[config.mk]
export PLATFORM = sky130hd
export DESIGN_NAME = inst_fetch_flat
export DESIGN_NICKNAME = d
export VERILOG_FILES = /design/src/rtl/inst_fetch_if.sv /design/src/rtl/inst_fetch.sv /design/src/flat_wrapper.sv
export SDC_FILE = /design/constraint.sdc
export NUM_CORES = 1
export LEC_CHECK = 0
export CAP_MARGIN = 15
export CORE_MARGIN = 1
export CORE_UTILIZATION = 40
export DETAILED_ROUTE_END_ITERATION = 6
export PLACE_DENSITY_LB_ADDON = 0.3
export SLEW_MARGIN = 20
export SYNTH_ARGS = -nofsm -noshare
export SYNTH_HDL_FRONTEND = slang
export SYNTH_SLANG_ARGS = --single-unit
export TNS_END_PERCENT = 100
[constraint.sdc]
create_clock -name clock -period 5.7 [get_ports clock]
set_input_delay 1.71 -clock clock [delete_from_list [all_inputs] [get_ports clock]]
set_output_delay 1.71 -clock clock [all_outputs]
set_load 0.005 [all_outputs]
[src/rtl/inst_fetch_if.sv]
// inst_fetch_if -- signal bundle between the instruction fetch unit and its
// environment (instruction ROM, decode stage, branch unit, control).
//   master : the fetch unit (drives rom_addr, inst_*, fetch_state)
//   slave  : the environment (drives rom_data, enable, inst_ready,
//            redirect_*, halt)
// Optional: FETCH_PERF_CNT_EN adds perf_fetch_count / perf_stall_count.
interface inst_fetch_if;
  logic        enable;
  logic [31:0] rom_addr;
  logic [31:0] rom_data;
  logic [31:0] inst_out;
  logic [31:0] inst_pc;
  logic        inst_valid;
  logic        inst_ready;
  logic        redirect_valid;
  logic [31:0] redirect_pc;
  logic        halt;
  logic [1:0]  fetch_state;
`ifdef FETCH_PERF_CNT_EN
  logic [31:0] perf_fetch_count;
  logic [31:0] perf_stall_count;
`endif

  modport master (
    input  enable, rom_data, inst_ready, redirect_valid, redirect_pc, halt,
    output rom_addr, inst_out, inst_pc, inst_valid, fetch_state
`ifdef FETCH_PERF_CNT_EN
    , output perf_fetch_count, perf_stall_count
`endif
  );

  modport slave (
    output enable, rom_data, inst_ready, redirect_valid, redirect_pc, halt,
    input  rom_addr, inst_out, inst_pc, inst_valid, fetch_state
`ifdef FETCH_PERF_CNT_EN
    , input perf_fetch_count, perf_stall_count
`endif
  );
endinterface

[src/rtl/inst_fetch.sv]
// inst_fetch -- single-entry instruction fetch stage.
// The pc register addresses a combinational ROM; the returned word is
// captured into a one-deep output slot (inst_out/inst_pc/inst_valid) that
// drains with a valid/ready handshake. Supports redirect (flush + reload pc)
// and halt (stop fetching, drain the slot).
// Ports:
//   clock  - rising-edge clock
//   reset  - asynchronous active-high reset
//   fif    - inst_fetch_if.master: rom_addr/rom_data, inst_out/inst_pc/
//            inst_valid/inst_ready, redirect_valid/redirect_pc, halt,
//            enable, fetch_state
// Parameters: RESET_PC (first byte address fetched), ADDR_WIDTH (ROM word
//   address width, only meaningful to the ROM instance).
// Optional macro FETCH_PERF_CNT_EN: transfer and stall counters.
module inst_fetch #(
  parameter logic [31:0] RESET_PC   = 32'h00000000,
  parameter int          ADDR_WIDTH = 8
) (
  input  logic         clock,
  input  logic         reset,
  inst_fetch_if.master fif
);

  typedef enum logic [1:0] {
    IDLE   = 2'b00,
    FETCH  = 2'b01,
    HOLD   = 2'b10,
    HALTED = 2'b11
  } state_e;

  localparam logic [31:0] RESET_PC_ALIGNED = {RESET_PC[31:2], 2'b00};

  // The ROM behind rom_addr cannot exceed the 32-bit byte address space.
  if (ADDR_WIDTH < 1 || ADDR_WIDTH > 30) begin : g_bad_addr_width
    $error("inst_fetch: ADDR_WIDTH out of range");
  end

  state_e      state_q, state_d;
  logic [31:0] pc_q, pc_d;
  logic [31:0] inst_out_q, inst_out_d;
  logic [31:0] inst_pc_q, inst_pc_d;
  logic        inst_valid_q, inst_valid_d;
  logic        xfer;
  logic        capture;

  always_comb begin
    state_d      = state_q;
    pc_d         = pc_q;
    inst_out_d   = inst_out_q;
    inst_pc_d    = inst_pc_q;
    inst_valid_d = inst_valid_q;
    capture      = 1'b0;
    xfer         = inst_valid_q && fif.inst_ready;

    if (fif.redirect_valid) begin
      // A transfer in this cycle has already happened on the bus; the slot
      // is flushed regardless. IDLE only preloads the pc.
      pc_d = {fif.redirect_pc[31:2], 2'b00};
      if (state_q != IDLE) begin
        state_d      = FETCH;
        inst_valid_d = 1'b0;
      end
    end else if (fif.halt && (state_q == FETCH || state_q == HOLD)) begin
      state_d = HALTED;
      if (xfer) inst_valid_d = 1'b0;
    end else begin
      unique case (state_q)
        IDLE: if (fif.enable) state_d = FETCH;
        FETCH, HOLD: begin
          // Slot is free or being drained this cycle: refill it.
          if (!inst_valid_q || fif.inst_ready) begin
            capture = 1'b1;
            state_d = FETCH;
          end else begin
            state_d = HOLD;
          end
        end
        HALTED: if (xfer) inst_valid_d = 1'b0;
      endcase
    end

    if (capture) begin
      inst_out_d   = fif.rom_data;
      inst_pc_d    = pc_q;
      inst_valid_d = 1'b1;
      pc_d         = pc_q + 32'd4;  // wraps naturally at 2^32
    end
  end

  always_ff @(posedge clock or posedge reset) begin
    if (reset) begin
      state_q      <= IDLE;
      pc_q         <= RESET_PC_ALIGNED;
      inst_out_q   <= '0;
      inst_pc_q    <= '0;
      inst_valid_q <= 1'b0;
    end else begin
      state_q      <= state_d;
      pc_q         <= pc_d;
      inst_out_q   <= inst_out_d;
      inst_pc_q    <= inst_pc_d;
      inst_valid_q <= inst_valid_d;
    end
  end

  assign fif.rom_addr    = pc_q;
  assign fif.inst_out    = inst_out_q;
  assign fif.inst_pc     = inst_pc_q;
  assign fif.inst_valid  = inst_valid_q;
  assign fif.fetch_state = state_q;

`ifdef FETCH_PERF_CNT_EN
  logic [31:0] perf_fetch_count_q, perf_fetch_count_d;
  logic [31:0] perf_stall_count_q, perf_stall_count_d;

  always_comb begin
    perf_fetch_count_d = perf_fetch_count_q + {31'd0, xfer};
    perf_stall_count_d = perf_stall_count_q + {31'd0, inst_valid_q && !fif.inst_ready};
  end

  always_ff @(posedge clock or posedge reset) begin
    if (reset) begin
      perf_fetch_count_q <= '0;
      perf_stall_count_q <= '0;
    end else begin
      perf_fetch_count_q <= perf_fetch_count_d;
      perf_stall_count_q <= perf_stall_count_d;
    end
  end

  assign fif.perf_fetch_count = perf_fetch_count_q;
  assign fif.perf_stall_count = perf_stall_count_q;
`endif

endmodule

[src/flat_wrapper.sv]
// flat-port wrapper written by rule: the top's interface ports become plain ports
module inst_fetch_flat 
#(
  parameter logic [31:0] RESET_PC   = 32'h00000000,
  parameter int          ADDR_WIDTH = 8
)
  (clock, reset, fif_enable, fif_rom_data, fif_inst_ready, fif_redirect_valid, fif_redirect_pc, fif_halt, fif_rom_addr, fif_inst_out, fif_inst_pc, fif_inst_valid, fif_fetch_state);
  inst_fetch_if fif_i ();
  input  logic clock;
  input  logic reset;
  input wire logic [$bits(fif_i.enable)-1:0] fif_enable;
  input wire logic [$bits(fif_i.rom_data)-1:0] fif_rom_data;
  input wire logic [$bits(fif_i.inst_ready)-1:0] fif_inst_ready;
  input wire logic [$bits(fif_i.redirect_valid)-1:0] fif_redirect_valid;
  input wire logic [$bits(fif_i.redirect_pc)-1:0] fif_redirect_pc;
  input wire logic [$bits(fif_i.halt)-1:0] fif_halt;
  output wire logic [$bits(fif_i.rom_addr)-1:0] fif_rom_addr;
  output wire logic [$bits(fif_i.inst_out)-1:0] fif_inst_out;
  output wire logic [$bits(fif_i.inst_pc)-1:0] fif_inst_pc;
  output wire logic [$bits(fif_i.inst_valid)-1:0] fif_inst_valid;
  output wire logic [$bits(fif_i.fetch_state)-1:0] fif_fetch_state;
  assign fif_i.enable = fif_enable;
  assign fif_i.rom_data = fif_rom_data;
  assign fif_i.inst_ready = fif_inst_ready;
  assign fif_i.redirect_valid = fif_redirect_valid;
  assign fif_i.redirect_pc = fif_redirect_pc;
  assign fif_i.halt = fif_halt;
  assign fif_rom_addr = fif_i.rom_addr;
  assign fif_inst_out = fif_i.inst_out;
  assign fif_inst_pc = fif_i.inst_pc;
  assign fif_inst_valid = fif_i.inst_valid;
  assign fif_fetch_state = fif_i.fetch_state;
  inst_fetch #(.RESET_PC(RESET_PC), .ADDR_WIDTH(ADDR_WIDTH)) u_core (.clock(clock), .reset(reset), .fif(fif_i));
endmodule
=== Yosys cells after proc, flatten, opt, wreduce, memory -nomap -nowiden ===
Index checks and enable logic that the tools add are counted.

* Add/sub/neg operators: 1
* Multipliers: 0
* Divide/modulo/power cells: 0
* $lt $le $gt $ge: 0
* Eq/ne operators: 6
* Shift operators: 0
* Muxes and demuxes: 18
* Bitwise gates (word level): 0
* Reduce and logical (&&, ||, !) cells: 13

{| class="wikitable"
|+ Operator list
! operator !! number
|-
| $mux 32 || 2
|-
| $add 32x3->32 const B || 1
|-
| $mux 1 || 10
|-
| $mux 2 || 5
|-
| $reduce_bool 4->1 || 2
|-
| $eq 2x2->1 const B || 2
|-
| $ne 4x3->1 const B || 1
|-
| $pmux 2 s2 || 1
|-
| $reduce_bool 2->1 || 2
|-
| $ne 3x1->1 const B || 1
|-
| $reduce_and 3->1 || 1
|-
| $eq 2x1->1 const B || 1
|-
| $logic_and 1x1->1 || 2
|-
| $logic_not 2->1 || 1
|-
| $logic_or 1x1->1 || 2
|-
| $ne 2x1->1 const B || 1
|-
| $reduce_and 2->1 || 1
|-
| $reduce_or 2->1 || 1
|-
| $logic_not 1->1 || 1
|}

* Bits in registers: 99
* Bits in latches: 0
* Bits in writable memories: 0
* Bits in read-only memories: 0
* Output and inout port bits: 99
* Logic and storage cells: 43
* Memories: 0

=== Longest topological paths before layout ===
* Depth after elaboration: 8
* Gate-level depth with buffers: 8
* Depth with buffers taken out: 7

=== Worst setup path before layout ===
Ideal clock, no wire load.

* Path kind: input -> register
* Start: in fif_redirect_valid
* End: reg u_core.inst_pc_q[26], in the netlist u_core.fif.inst_pc[26]
* Arrival: 2.972 ns
* Required time: 5.575 ns
* Slack: 2.603 ns
* Stages on the path: 5
* Cells stage by stage: clkbuf_1 nand2b_1 nor3_2 buf_2 mux2_2

* Cells in the longest elaborated chain, start to end: 1

{| class="wikitable"
|+ RTL lines
! item !! line !! source
|-
| start: declaration || flat_wrapper.sv:14 || <nowiki>input wire logic [$bits(fif_i.redirect_valid)-1:0] fif_redirect_valid;</nowiki>
|-
| $mux 1 || inst_fetch.sv:55 || <nowiki>if (fif.redirect_valid) begin</nowiki>
|-
| end signal: assignment || inst_fetch.sv:101 || <nowiki>inst_pc_q <= inst_pc_d;</nowiki>
|-
| end: declaration || inst_fetch.sv:41 || <nowiki>logic [31:0] inst_pc_q, inst_pc_d;</nowiki>
|}

Every way passes these cells.
A chain may end at the register's enable or synchronous reset.

=== Final worst setup path ===
* Start: in fif_redirect_valid
* End: reg u_core.inst_out_q[28], in the netlist u_core.fif.inst_out[28]

* Cells in the longest elaborated chain, start to end: 1

{| class="wikitable"
|+ RTL lines
! item !! line !! source
|-
| $mux 1 || inst_fetch.sv:55 ||
|-
| end signal: assignment || inst_fetch.sv:100 || <nowiki>inst_out_q <= inst_out_d;</nowiki>
|-
| end: declaration || inst_fetch.sv:40 || <nowiki>logic [31:0] inst_out_q, inst_out_d;</nowiki>
|}

Every way passes these cells.

==> key figures <==
Cells and area
  • Final Util: roughly 60%
  • Register area: 2380 sq um
  • Area of the multi-input gates: around 1800 sq um
  • Area grow syn2layout: 44.1%
  • NumNets Final: 586
  • Antenna Cells: 0
  • Filler cell count: just under 900
  • Layout cells sized above 1: between 15 and 20%

Global route
  • Total gr overflow: 0
  • Initial antenna violation count: 0
  • Vias in the first global route: 3385
  • GRT Total Usage: between 15 and 20%
  • First-pass GRT wire length: about 17000 microns
  • Largest net degree at the start of global routing: just over 70

Clock network
  • Reg clk slew, reported paths: about 100 ps
  • CTS tree: done
  • Clk buf depth: 2
  • Hold Buf Count CTS: 0
  • CTS Root Cell: clkbuf_8
  • CTS resizes: 0
  • TritonCTS buffer count: 9
  • H-tree levels: 3
  • Clock Latency Late Sink: 370 ps
  • # clock sinks: 95
  • Postcts setup bufs: 0

Route
  • DR WL/cell: around 16 microns
  • DR vias: between 3000 and 4000
  • Final antenna-violating net count: 0
  • Drt first pass iters: 4
  • Vias/cell: roughly 5
  • DRC violations left: 0
  • Starting DRT DRC Count: about 140
  • Final wirelength: roughly 11000 microns

Timing
  • Tcrit/Tclk final: about 68%
  • Relative slew slack: about 34%
  • Final Hold Viols: 0
  • RSZ-0062 raised after global routing: no
  • Skew final: around 11 ps
  • Slew Viols, Final: 0
  • Setup TNS: 0 ps
  • # setup viols final: 0
  • Least-Margin Pin Slew: slightly below 1000 ps
  • FMAX: 0.259 GHz
  • Tmin final: about 3900 ps

Critical path
  • Slowest Stage Delay on Critical Path: about 740 ps
  • Worst path bufs/invs: 2
  • R2R Path End: u_core.fif.inst_out[28]
  • Critical Path Sink Type: flop
  • Crit path DAT: 4120 ps
  • Slowest CP cell: nor3_4
  • Crit path required time: slightly below 6000 ps
  • Crit-path max FO: 63
  • Worst reg2reg startpoint: u_core.fif.fetch_state[1]
  • FF-to-FF setup slack: roughly 3000 ps
  • Top delay family on crit path: simple AND/OR/NAND/NOR gates
  • Worst setup SP type: input port
  • CP Cell Sequence: buf_2, nand2b_1, nor3_4, buf_4, mux2_2
  • CP Class: input port to flop
  • R2R depth: 6

Logic synthesis
  • Synth top area cells: dfrtp_1, mux2_2, xnor2_1
  • Cell type with the highest aggregate area in the netlist: dfrtp_1
  • Warnings, synthesis: 0
  • Mapped Avg Cell Area: 12.3 sq um
  • Ys async rst share: 100%
  • Seq/Total Area, Yosys: a little over half
  • Mapped Area: 4330 sq um
  • Top-area cell type share of the netlist area: between 50% and 60%
  • Synth Register Bits: 95
  • Post-synth EDFFs: 0
  • Top_reg_cell synth: dfrtp_1
  • Unique masters post-synth: 39
  • Mapped Cells: between 300 and 400

Outcome
  • Status: finished clean

Worst hold path
  • WHS Path Cells: 1
  • WHS Endpoint: u_core.fif.inst_out[9]
  • Hold Crit Class: flop to flop
  • Hold Startpoint: u_core.fif.inst_out[9]

Place
  • IO Port Bufs: between 150 and 200
  • Placer Congestion: ~0.80
  • Post-DP HPWL: 7580 microns

Pwr
  • Power Dens Cells: about 320 nW/um^2
  • Static Leak: 2.55 nW
  • Worst IR Drop VDD: around 0.16 mV

Floorplan
  • Die height: between 100 and 150 microns
  • Die footprint: roughly 11000 sq um
  • Placement Rows: 37
  • Core box area: approximately 10000 sq um
  • I/O pin cnt: 169
  • Initial Util: 41.5%
  • Die width: 106 microns

Run
  • Max Cap Violations: 0
-- Yosys cell counts (all sizes together) (3+ instances only) --
cell type and count:
buf 12, nand4 11, xor2 10, nand2 36, clkbuf 7, dfrtp 95
nor3 8, nor2b 3, a21oi 3, ha 4, and3 4, nor4 6
nand3 10, nand2b 3, inv 5, xnor2 18, mux2 64, and4 4
nor2 9, o21ai 30
-- per-layer routing --
layer,wire length [microns],track usage [%],vias to the layer above
met5,0,0,-
met4,197,8.33,0
met3,659,4.41,14
met2,5190,32.4,112
met1,4480,24.3,1614
li1,-,-,1549
-- cell type report --
cell class | count | share of cell area [%]
Timing Repair Buffer | 165 | 26.3
Tap cell | 136 | 2.73
Clock inverter | 7 | 1.06
Multi-Input combinational cell | 236 | 29.5
Inverter | 5 | 0.341
Clock buffer | 9 | 1.99
Sequential cell | 95 | 38.1
-- sequential cells by signal, summed over array words and instances, names as in the netlist --
register / cells
u_core.fif.inst_out: 32
u_core.fif.rom_addr: 30
u_core.fif.inst_pc: 30
u_core.fif.inst_valid: 1
u_core.fif.fetch_state: 2
-- where the power goes --
part	total, mW	switching [mW]	internal, mW
clock network	0.430	0.262	0.168
logic	0.635	0.195	0.440
registers	0.939	0.106	0.833
-- cells by family after synthesis --
group                      count (synthesis)  share of synthesized area [%]
and+or+nand+nor                           99                           13.9
DFF                                       95                           54.9
muxes                                     65                           16.9
AOI/OAI and AO/OA                         36                           4.39
xor gates and xnor gates                  28                           5.67
buffers and inverters                     24                           2.95
adders and majority gates                  4                           1.16
other                                      1                         0.0866
-- stage by stage --
| step | cell area, sq um | power [mW] | std cells | setup slack (ps) | hold WS, ps |
|---|---|---|---|---|---|
| global route | 6240 | 2.11 | 653 | 1670 | 506 |
| detailed placement | 6050 | 1.59 | 637 | 1420 | 474 |
| CTS | 6240 | 2.03 | 653 | 1830 | 500 |
| global placement | 6050 | 1.57 | 637 | 1500 | 470 |
| finish | 6240 | 2.00 | 653 | 1840 | 497 |
| floorplan | 4340 | 1.16 | 355 | 1510 | 483 |
-- layout by cell type, fill, tap and decap left out, types with 2 or more instances in the layout --
cell type / n
inv_6: 2
nand2b_1: 3
nand2_1: 36
conb_1: 4
a21oi_1: 3
buf_4: 3
dfrtp_1: 95
nor3_1: 7
mux2_1: 6
xnor2_1: 18
ha_1: 4
nand4_1: 10
nor2_1: 9
and3_1: 4
nor2b_1: 2
clkdlybuf4s50_1: 161
mux2_2: 58
xor2_1: 10
and4_1: 4
nand3_1: 10
clkbuf_8: 9
o21ai_0: 24
inv_1: 4
nor4_4: 4
o21ai_1: 6
-- worst max path at each step --
stage	start	end	slack, ps	cells past startpoint
floorplan	reset	u_core.fif.fetch_state[0]	1510	1
CTS	fif_redirect_valid	u_core.fif.inst_out[28]	1830	5
detailed placement	fif_redirect_valid	u_core.fif.inst_out[28]	1420	5
global placement	fif_redirect_valid	u_core.fif.inst_out[10]	1500	5
finish	fif_redirect_valid	u_core.fif.inst_out[28]	1840	5
global route	fif_redirect_valid	u_core.fif.inst_pc[19]	1670	5
Note: power is estimated with default switching activity, not from simulation.
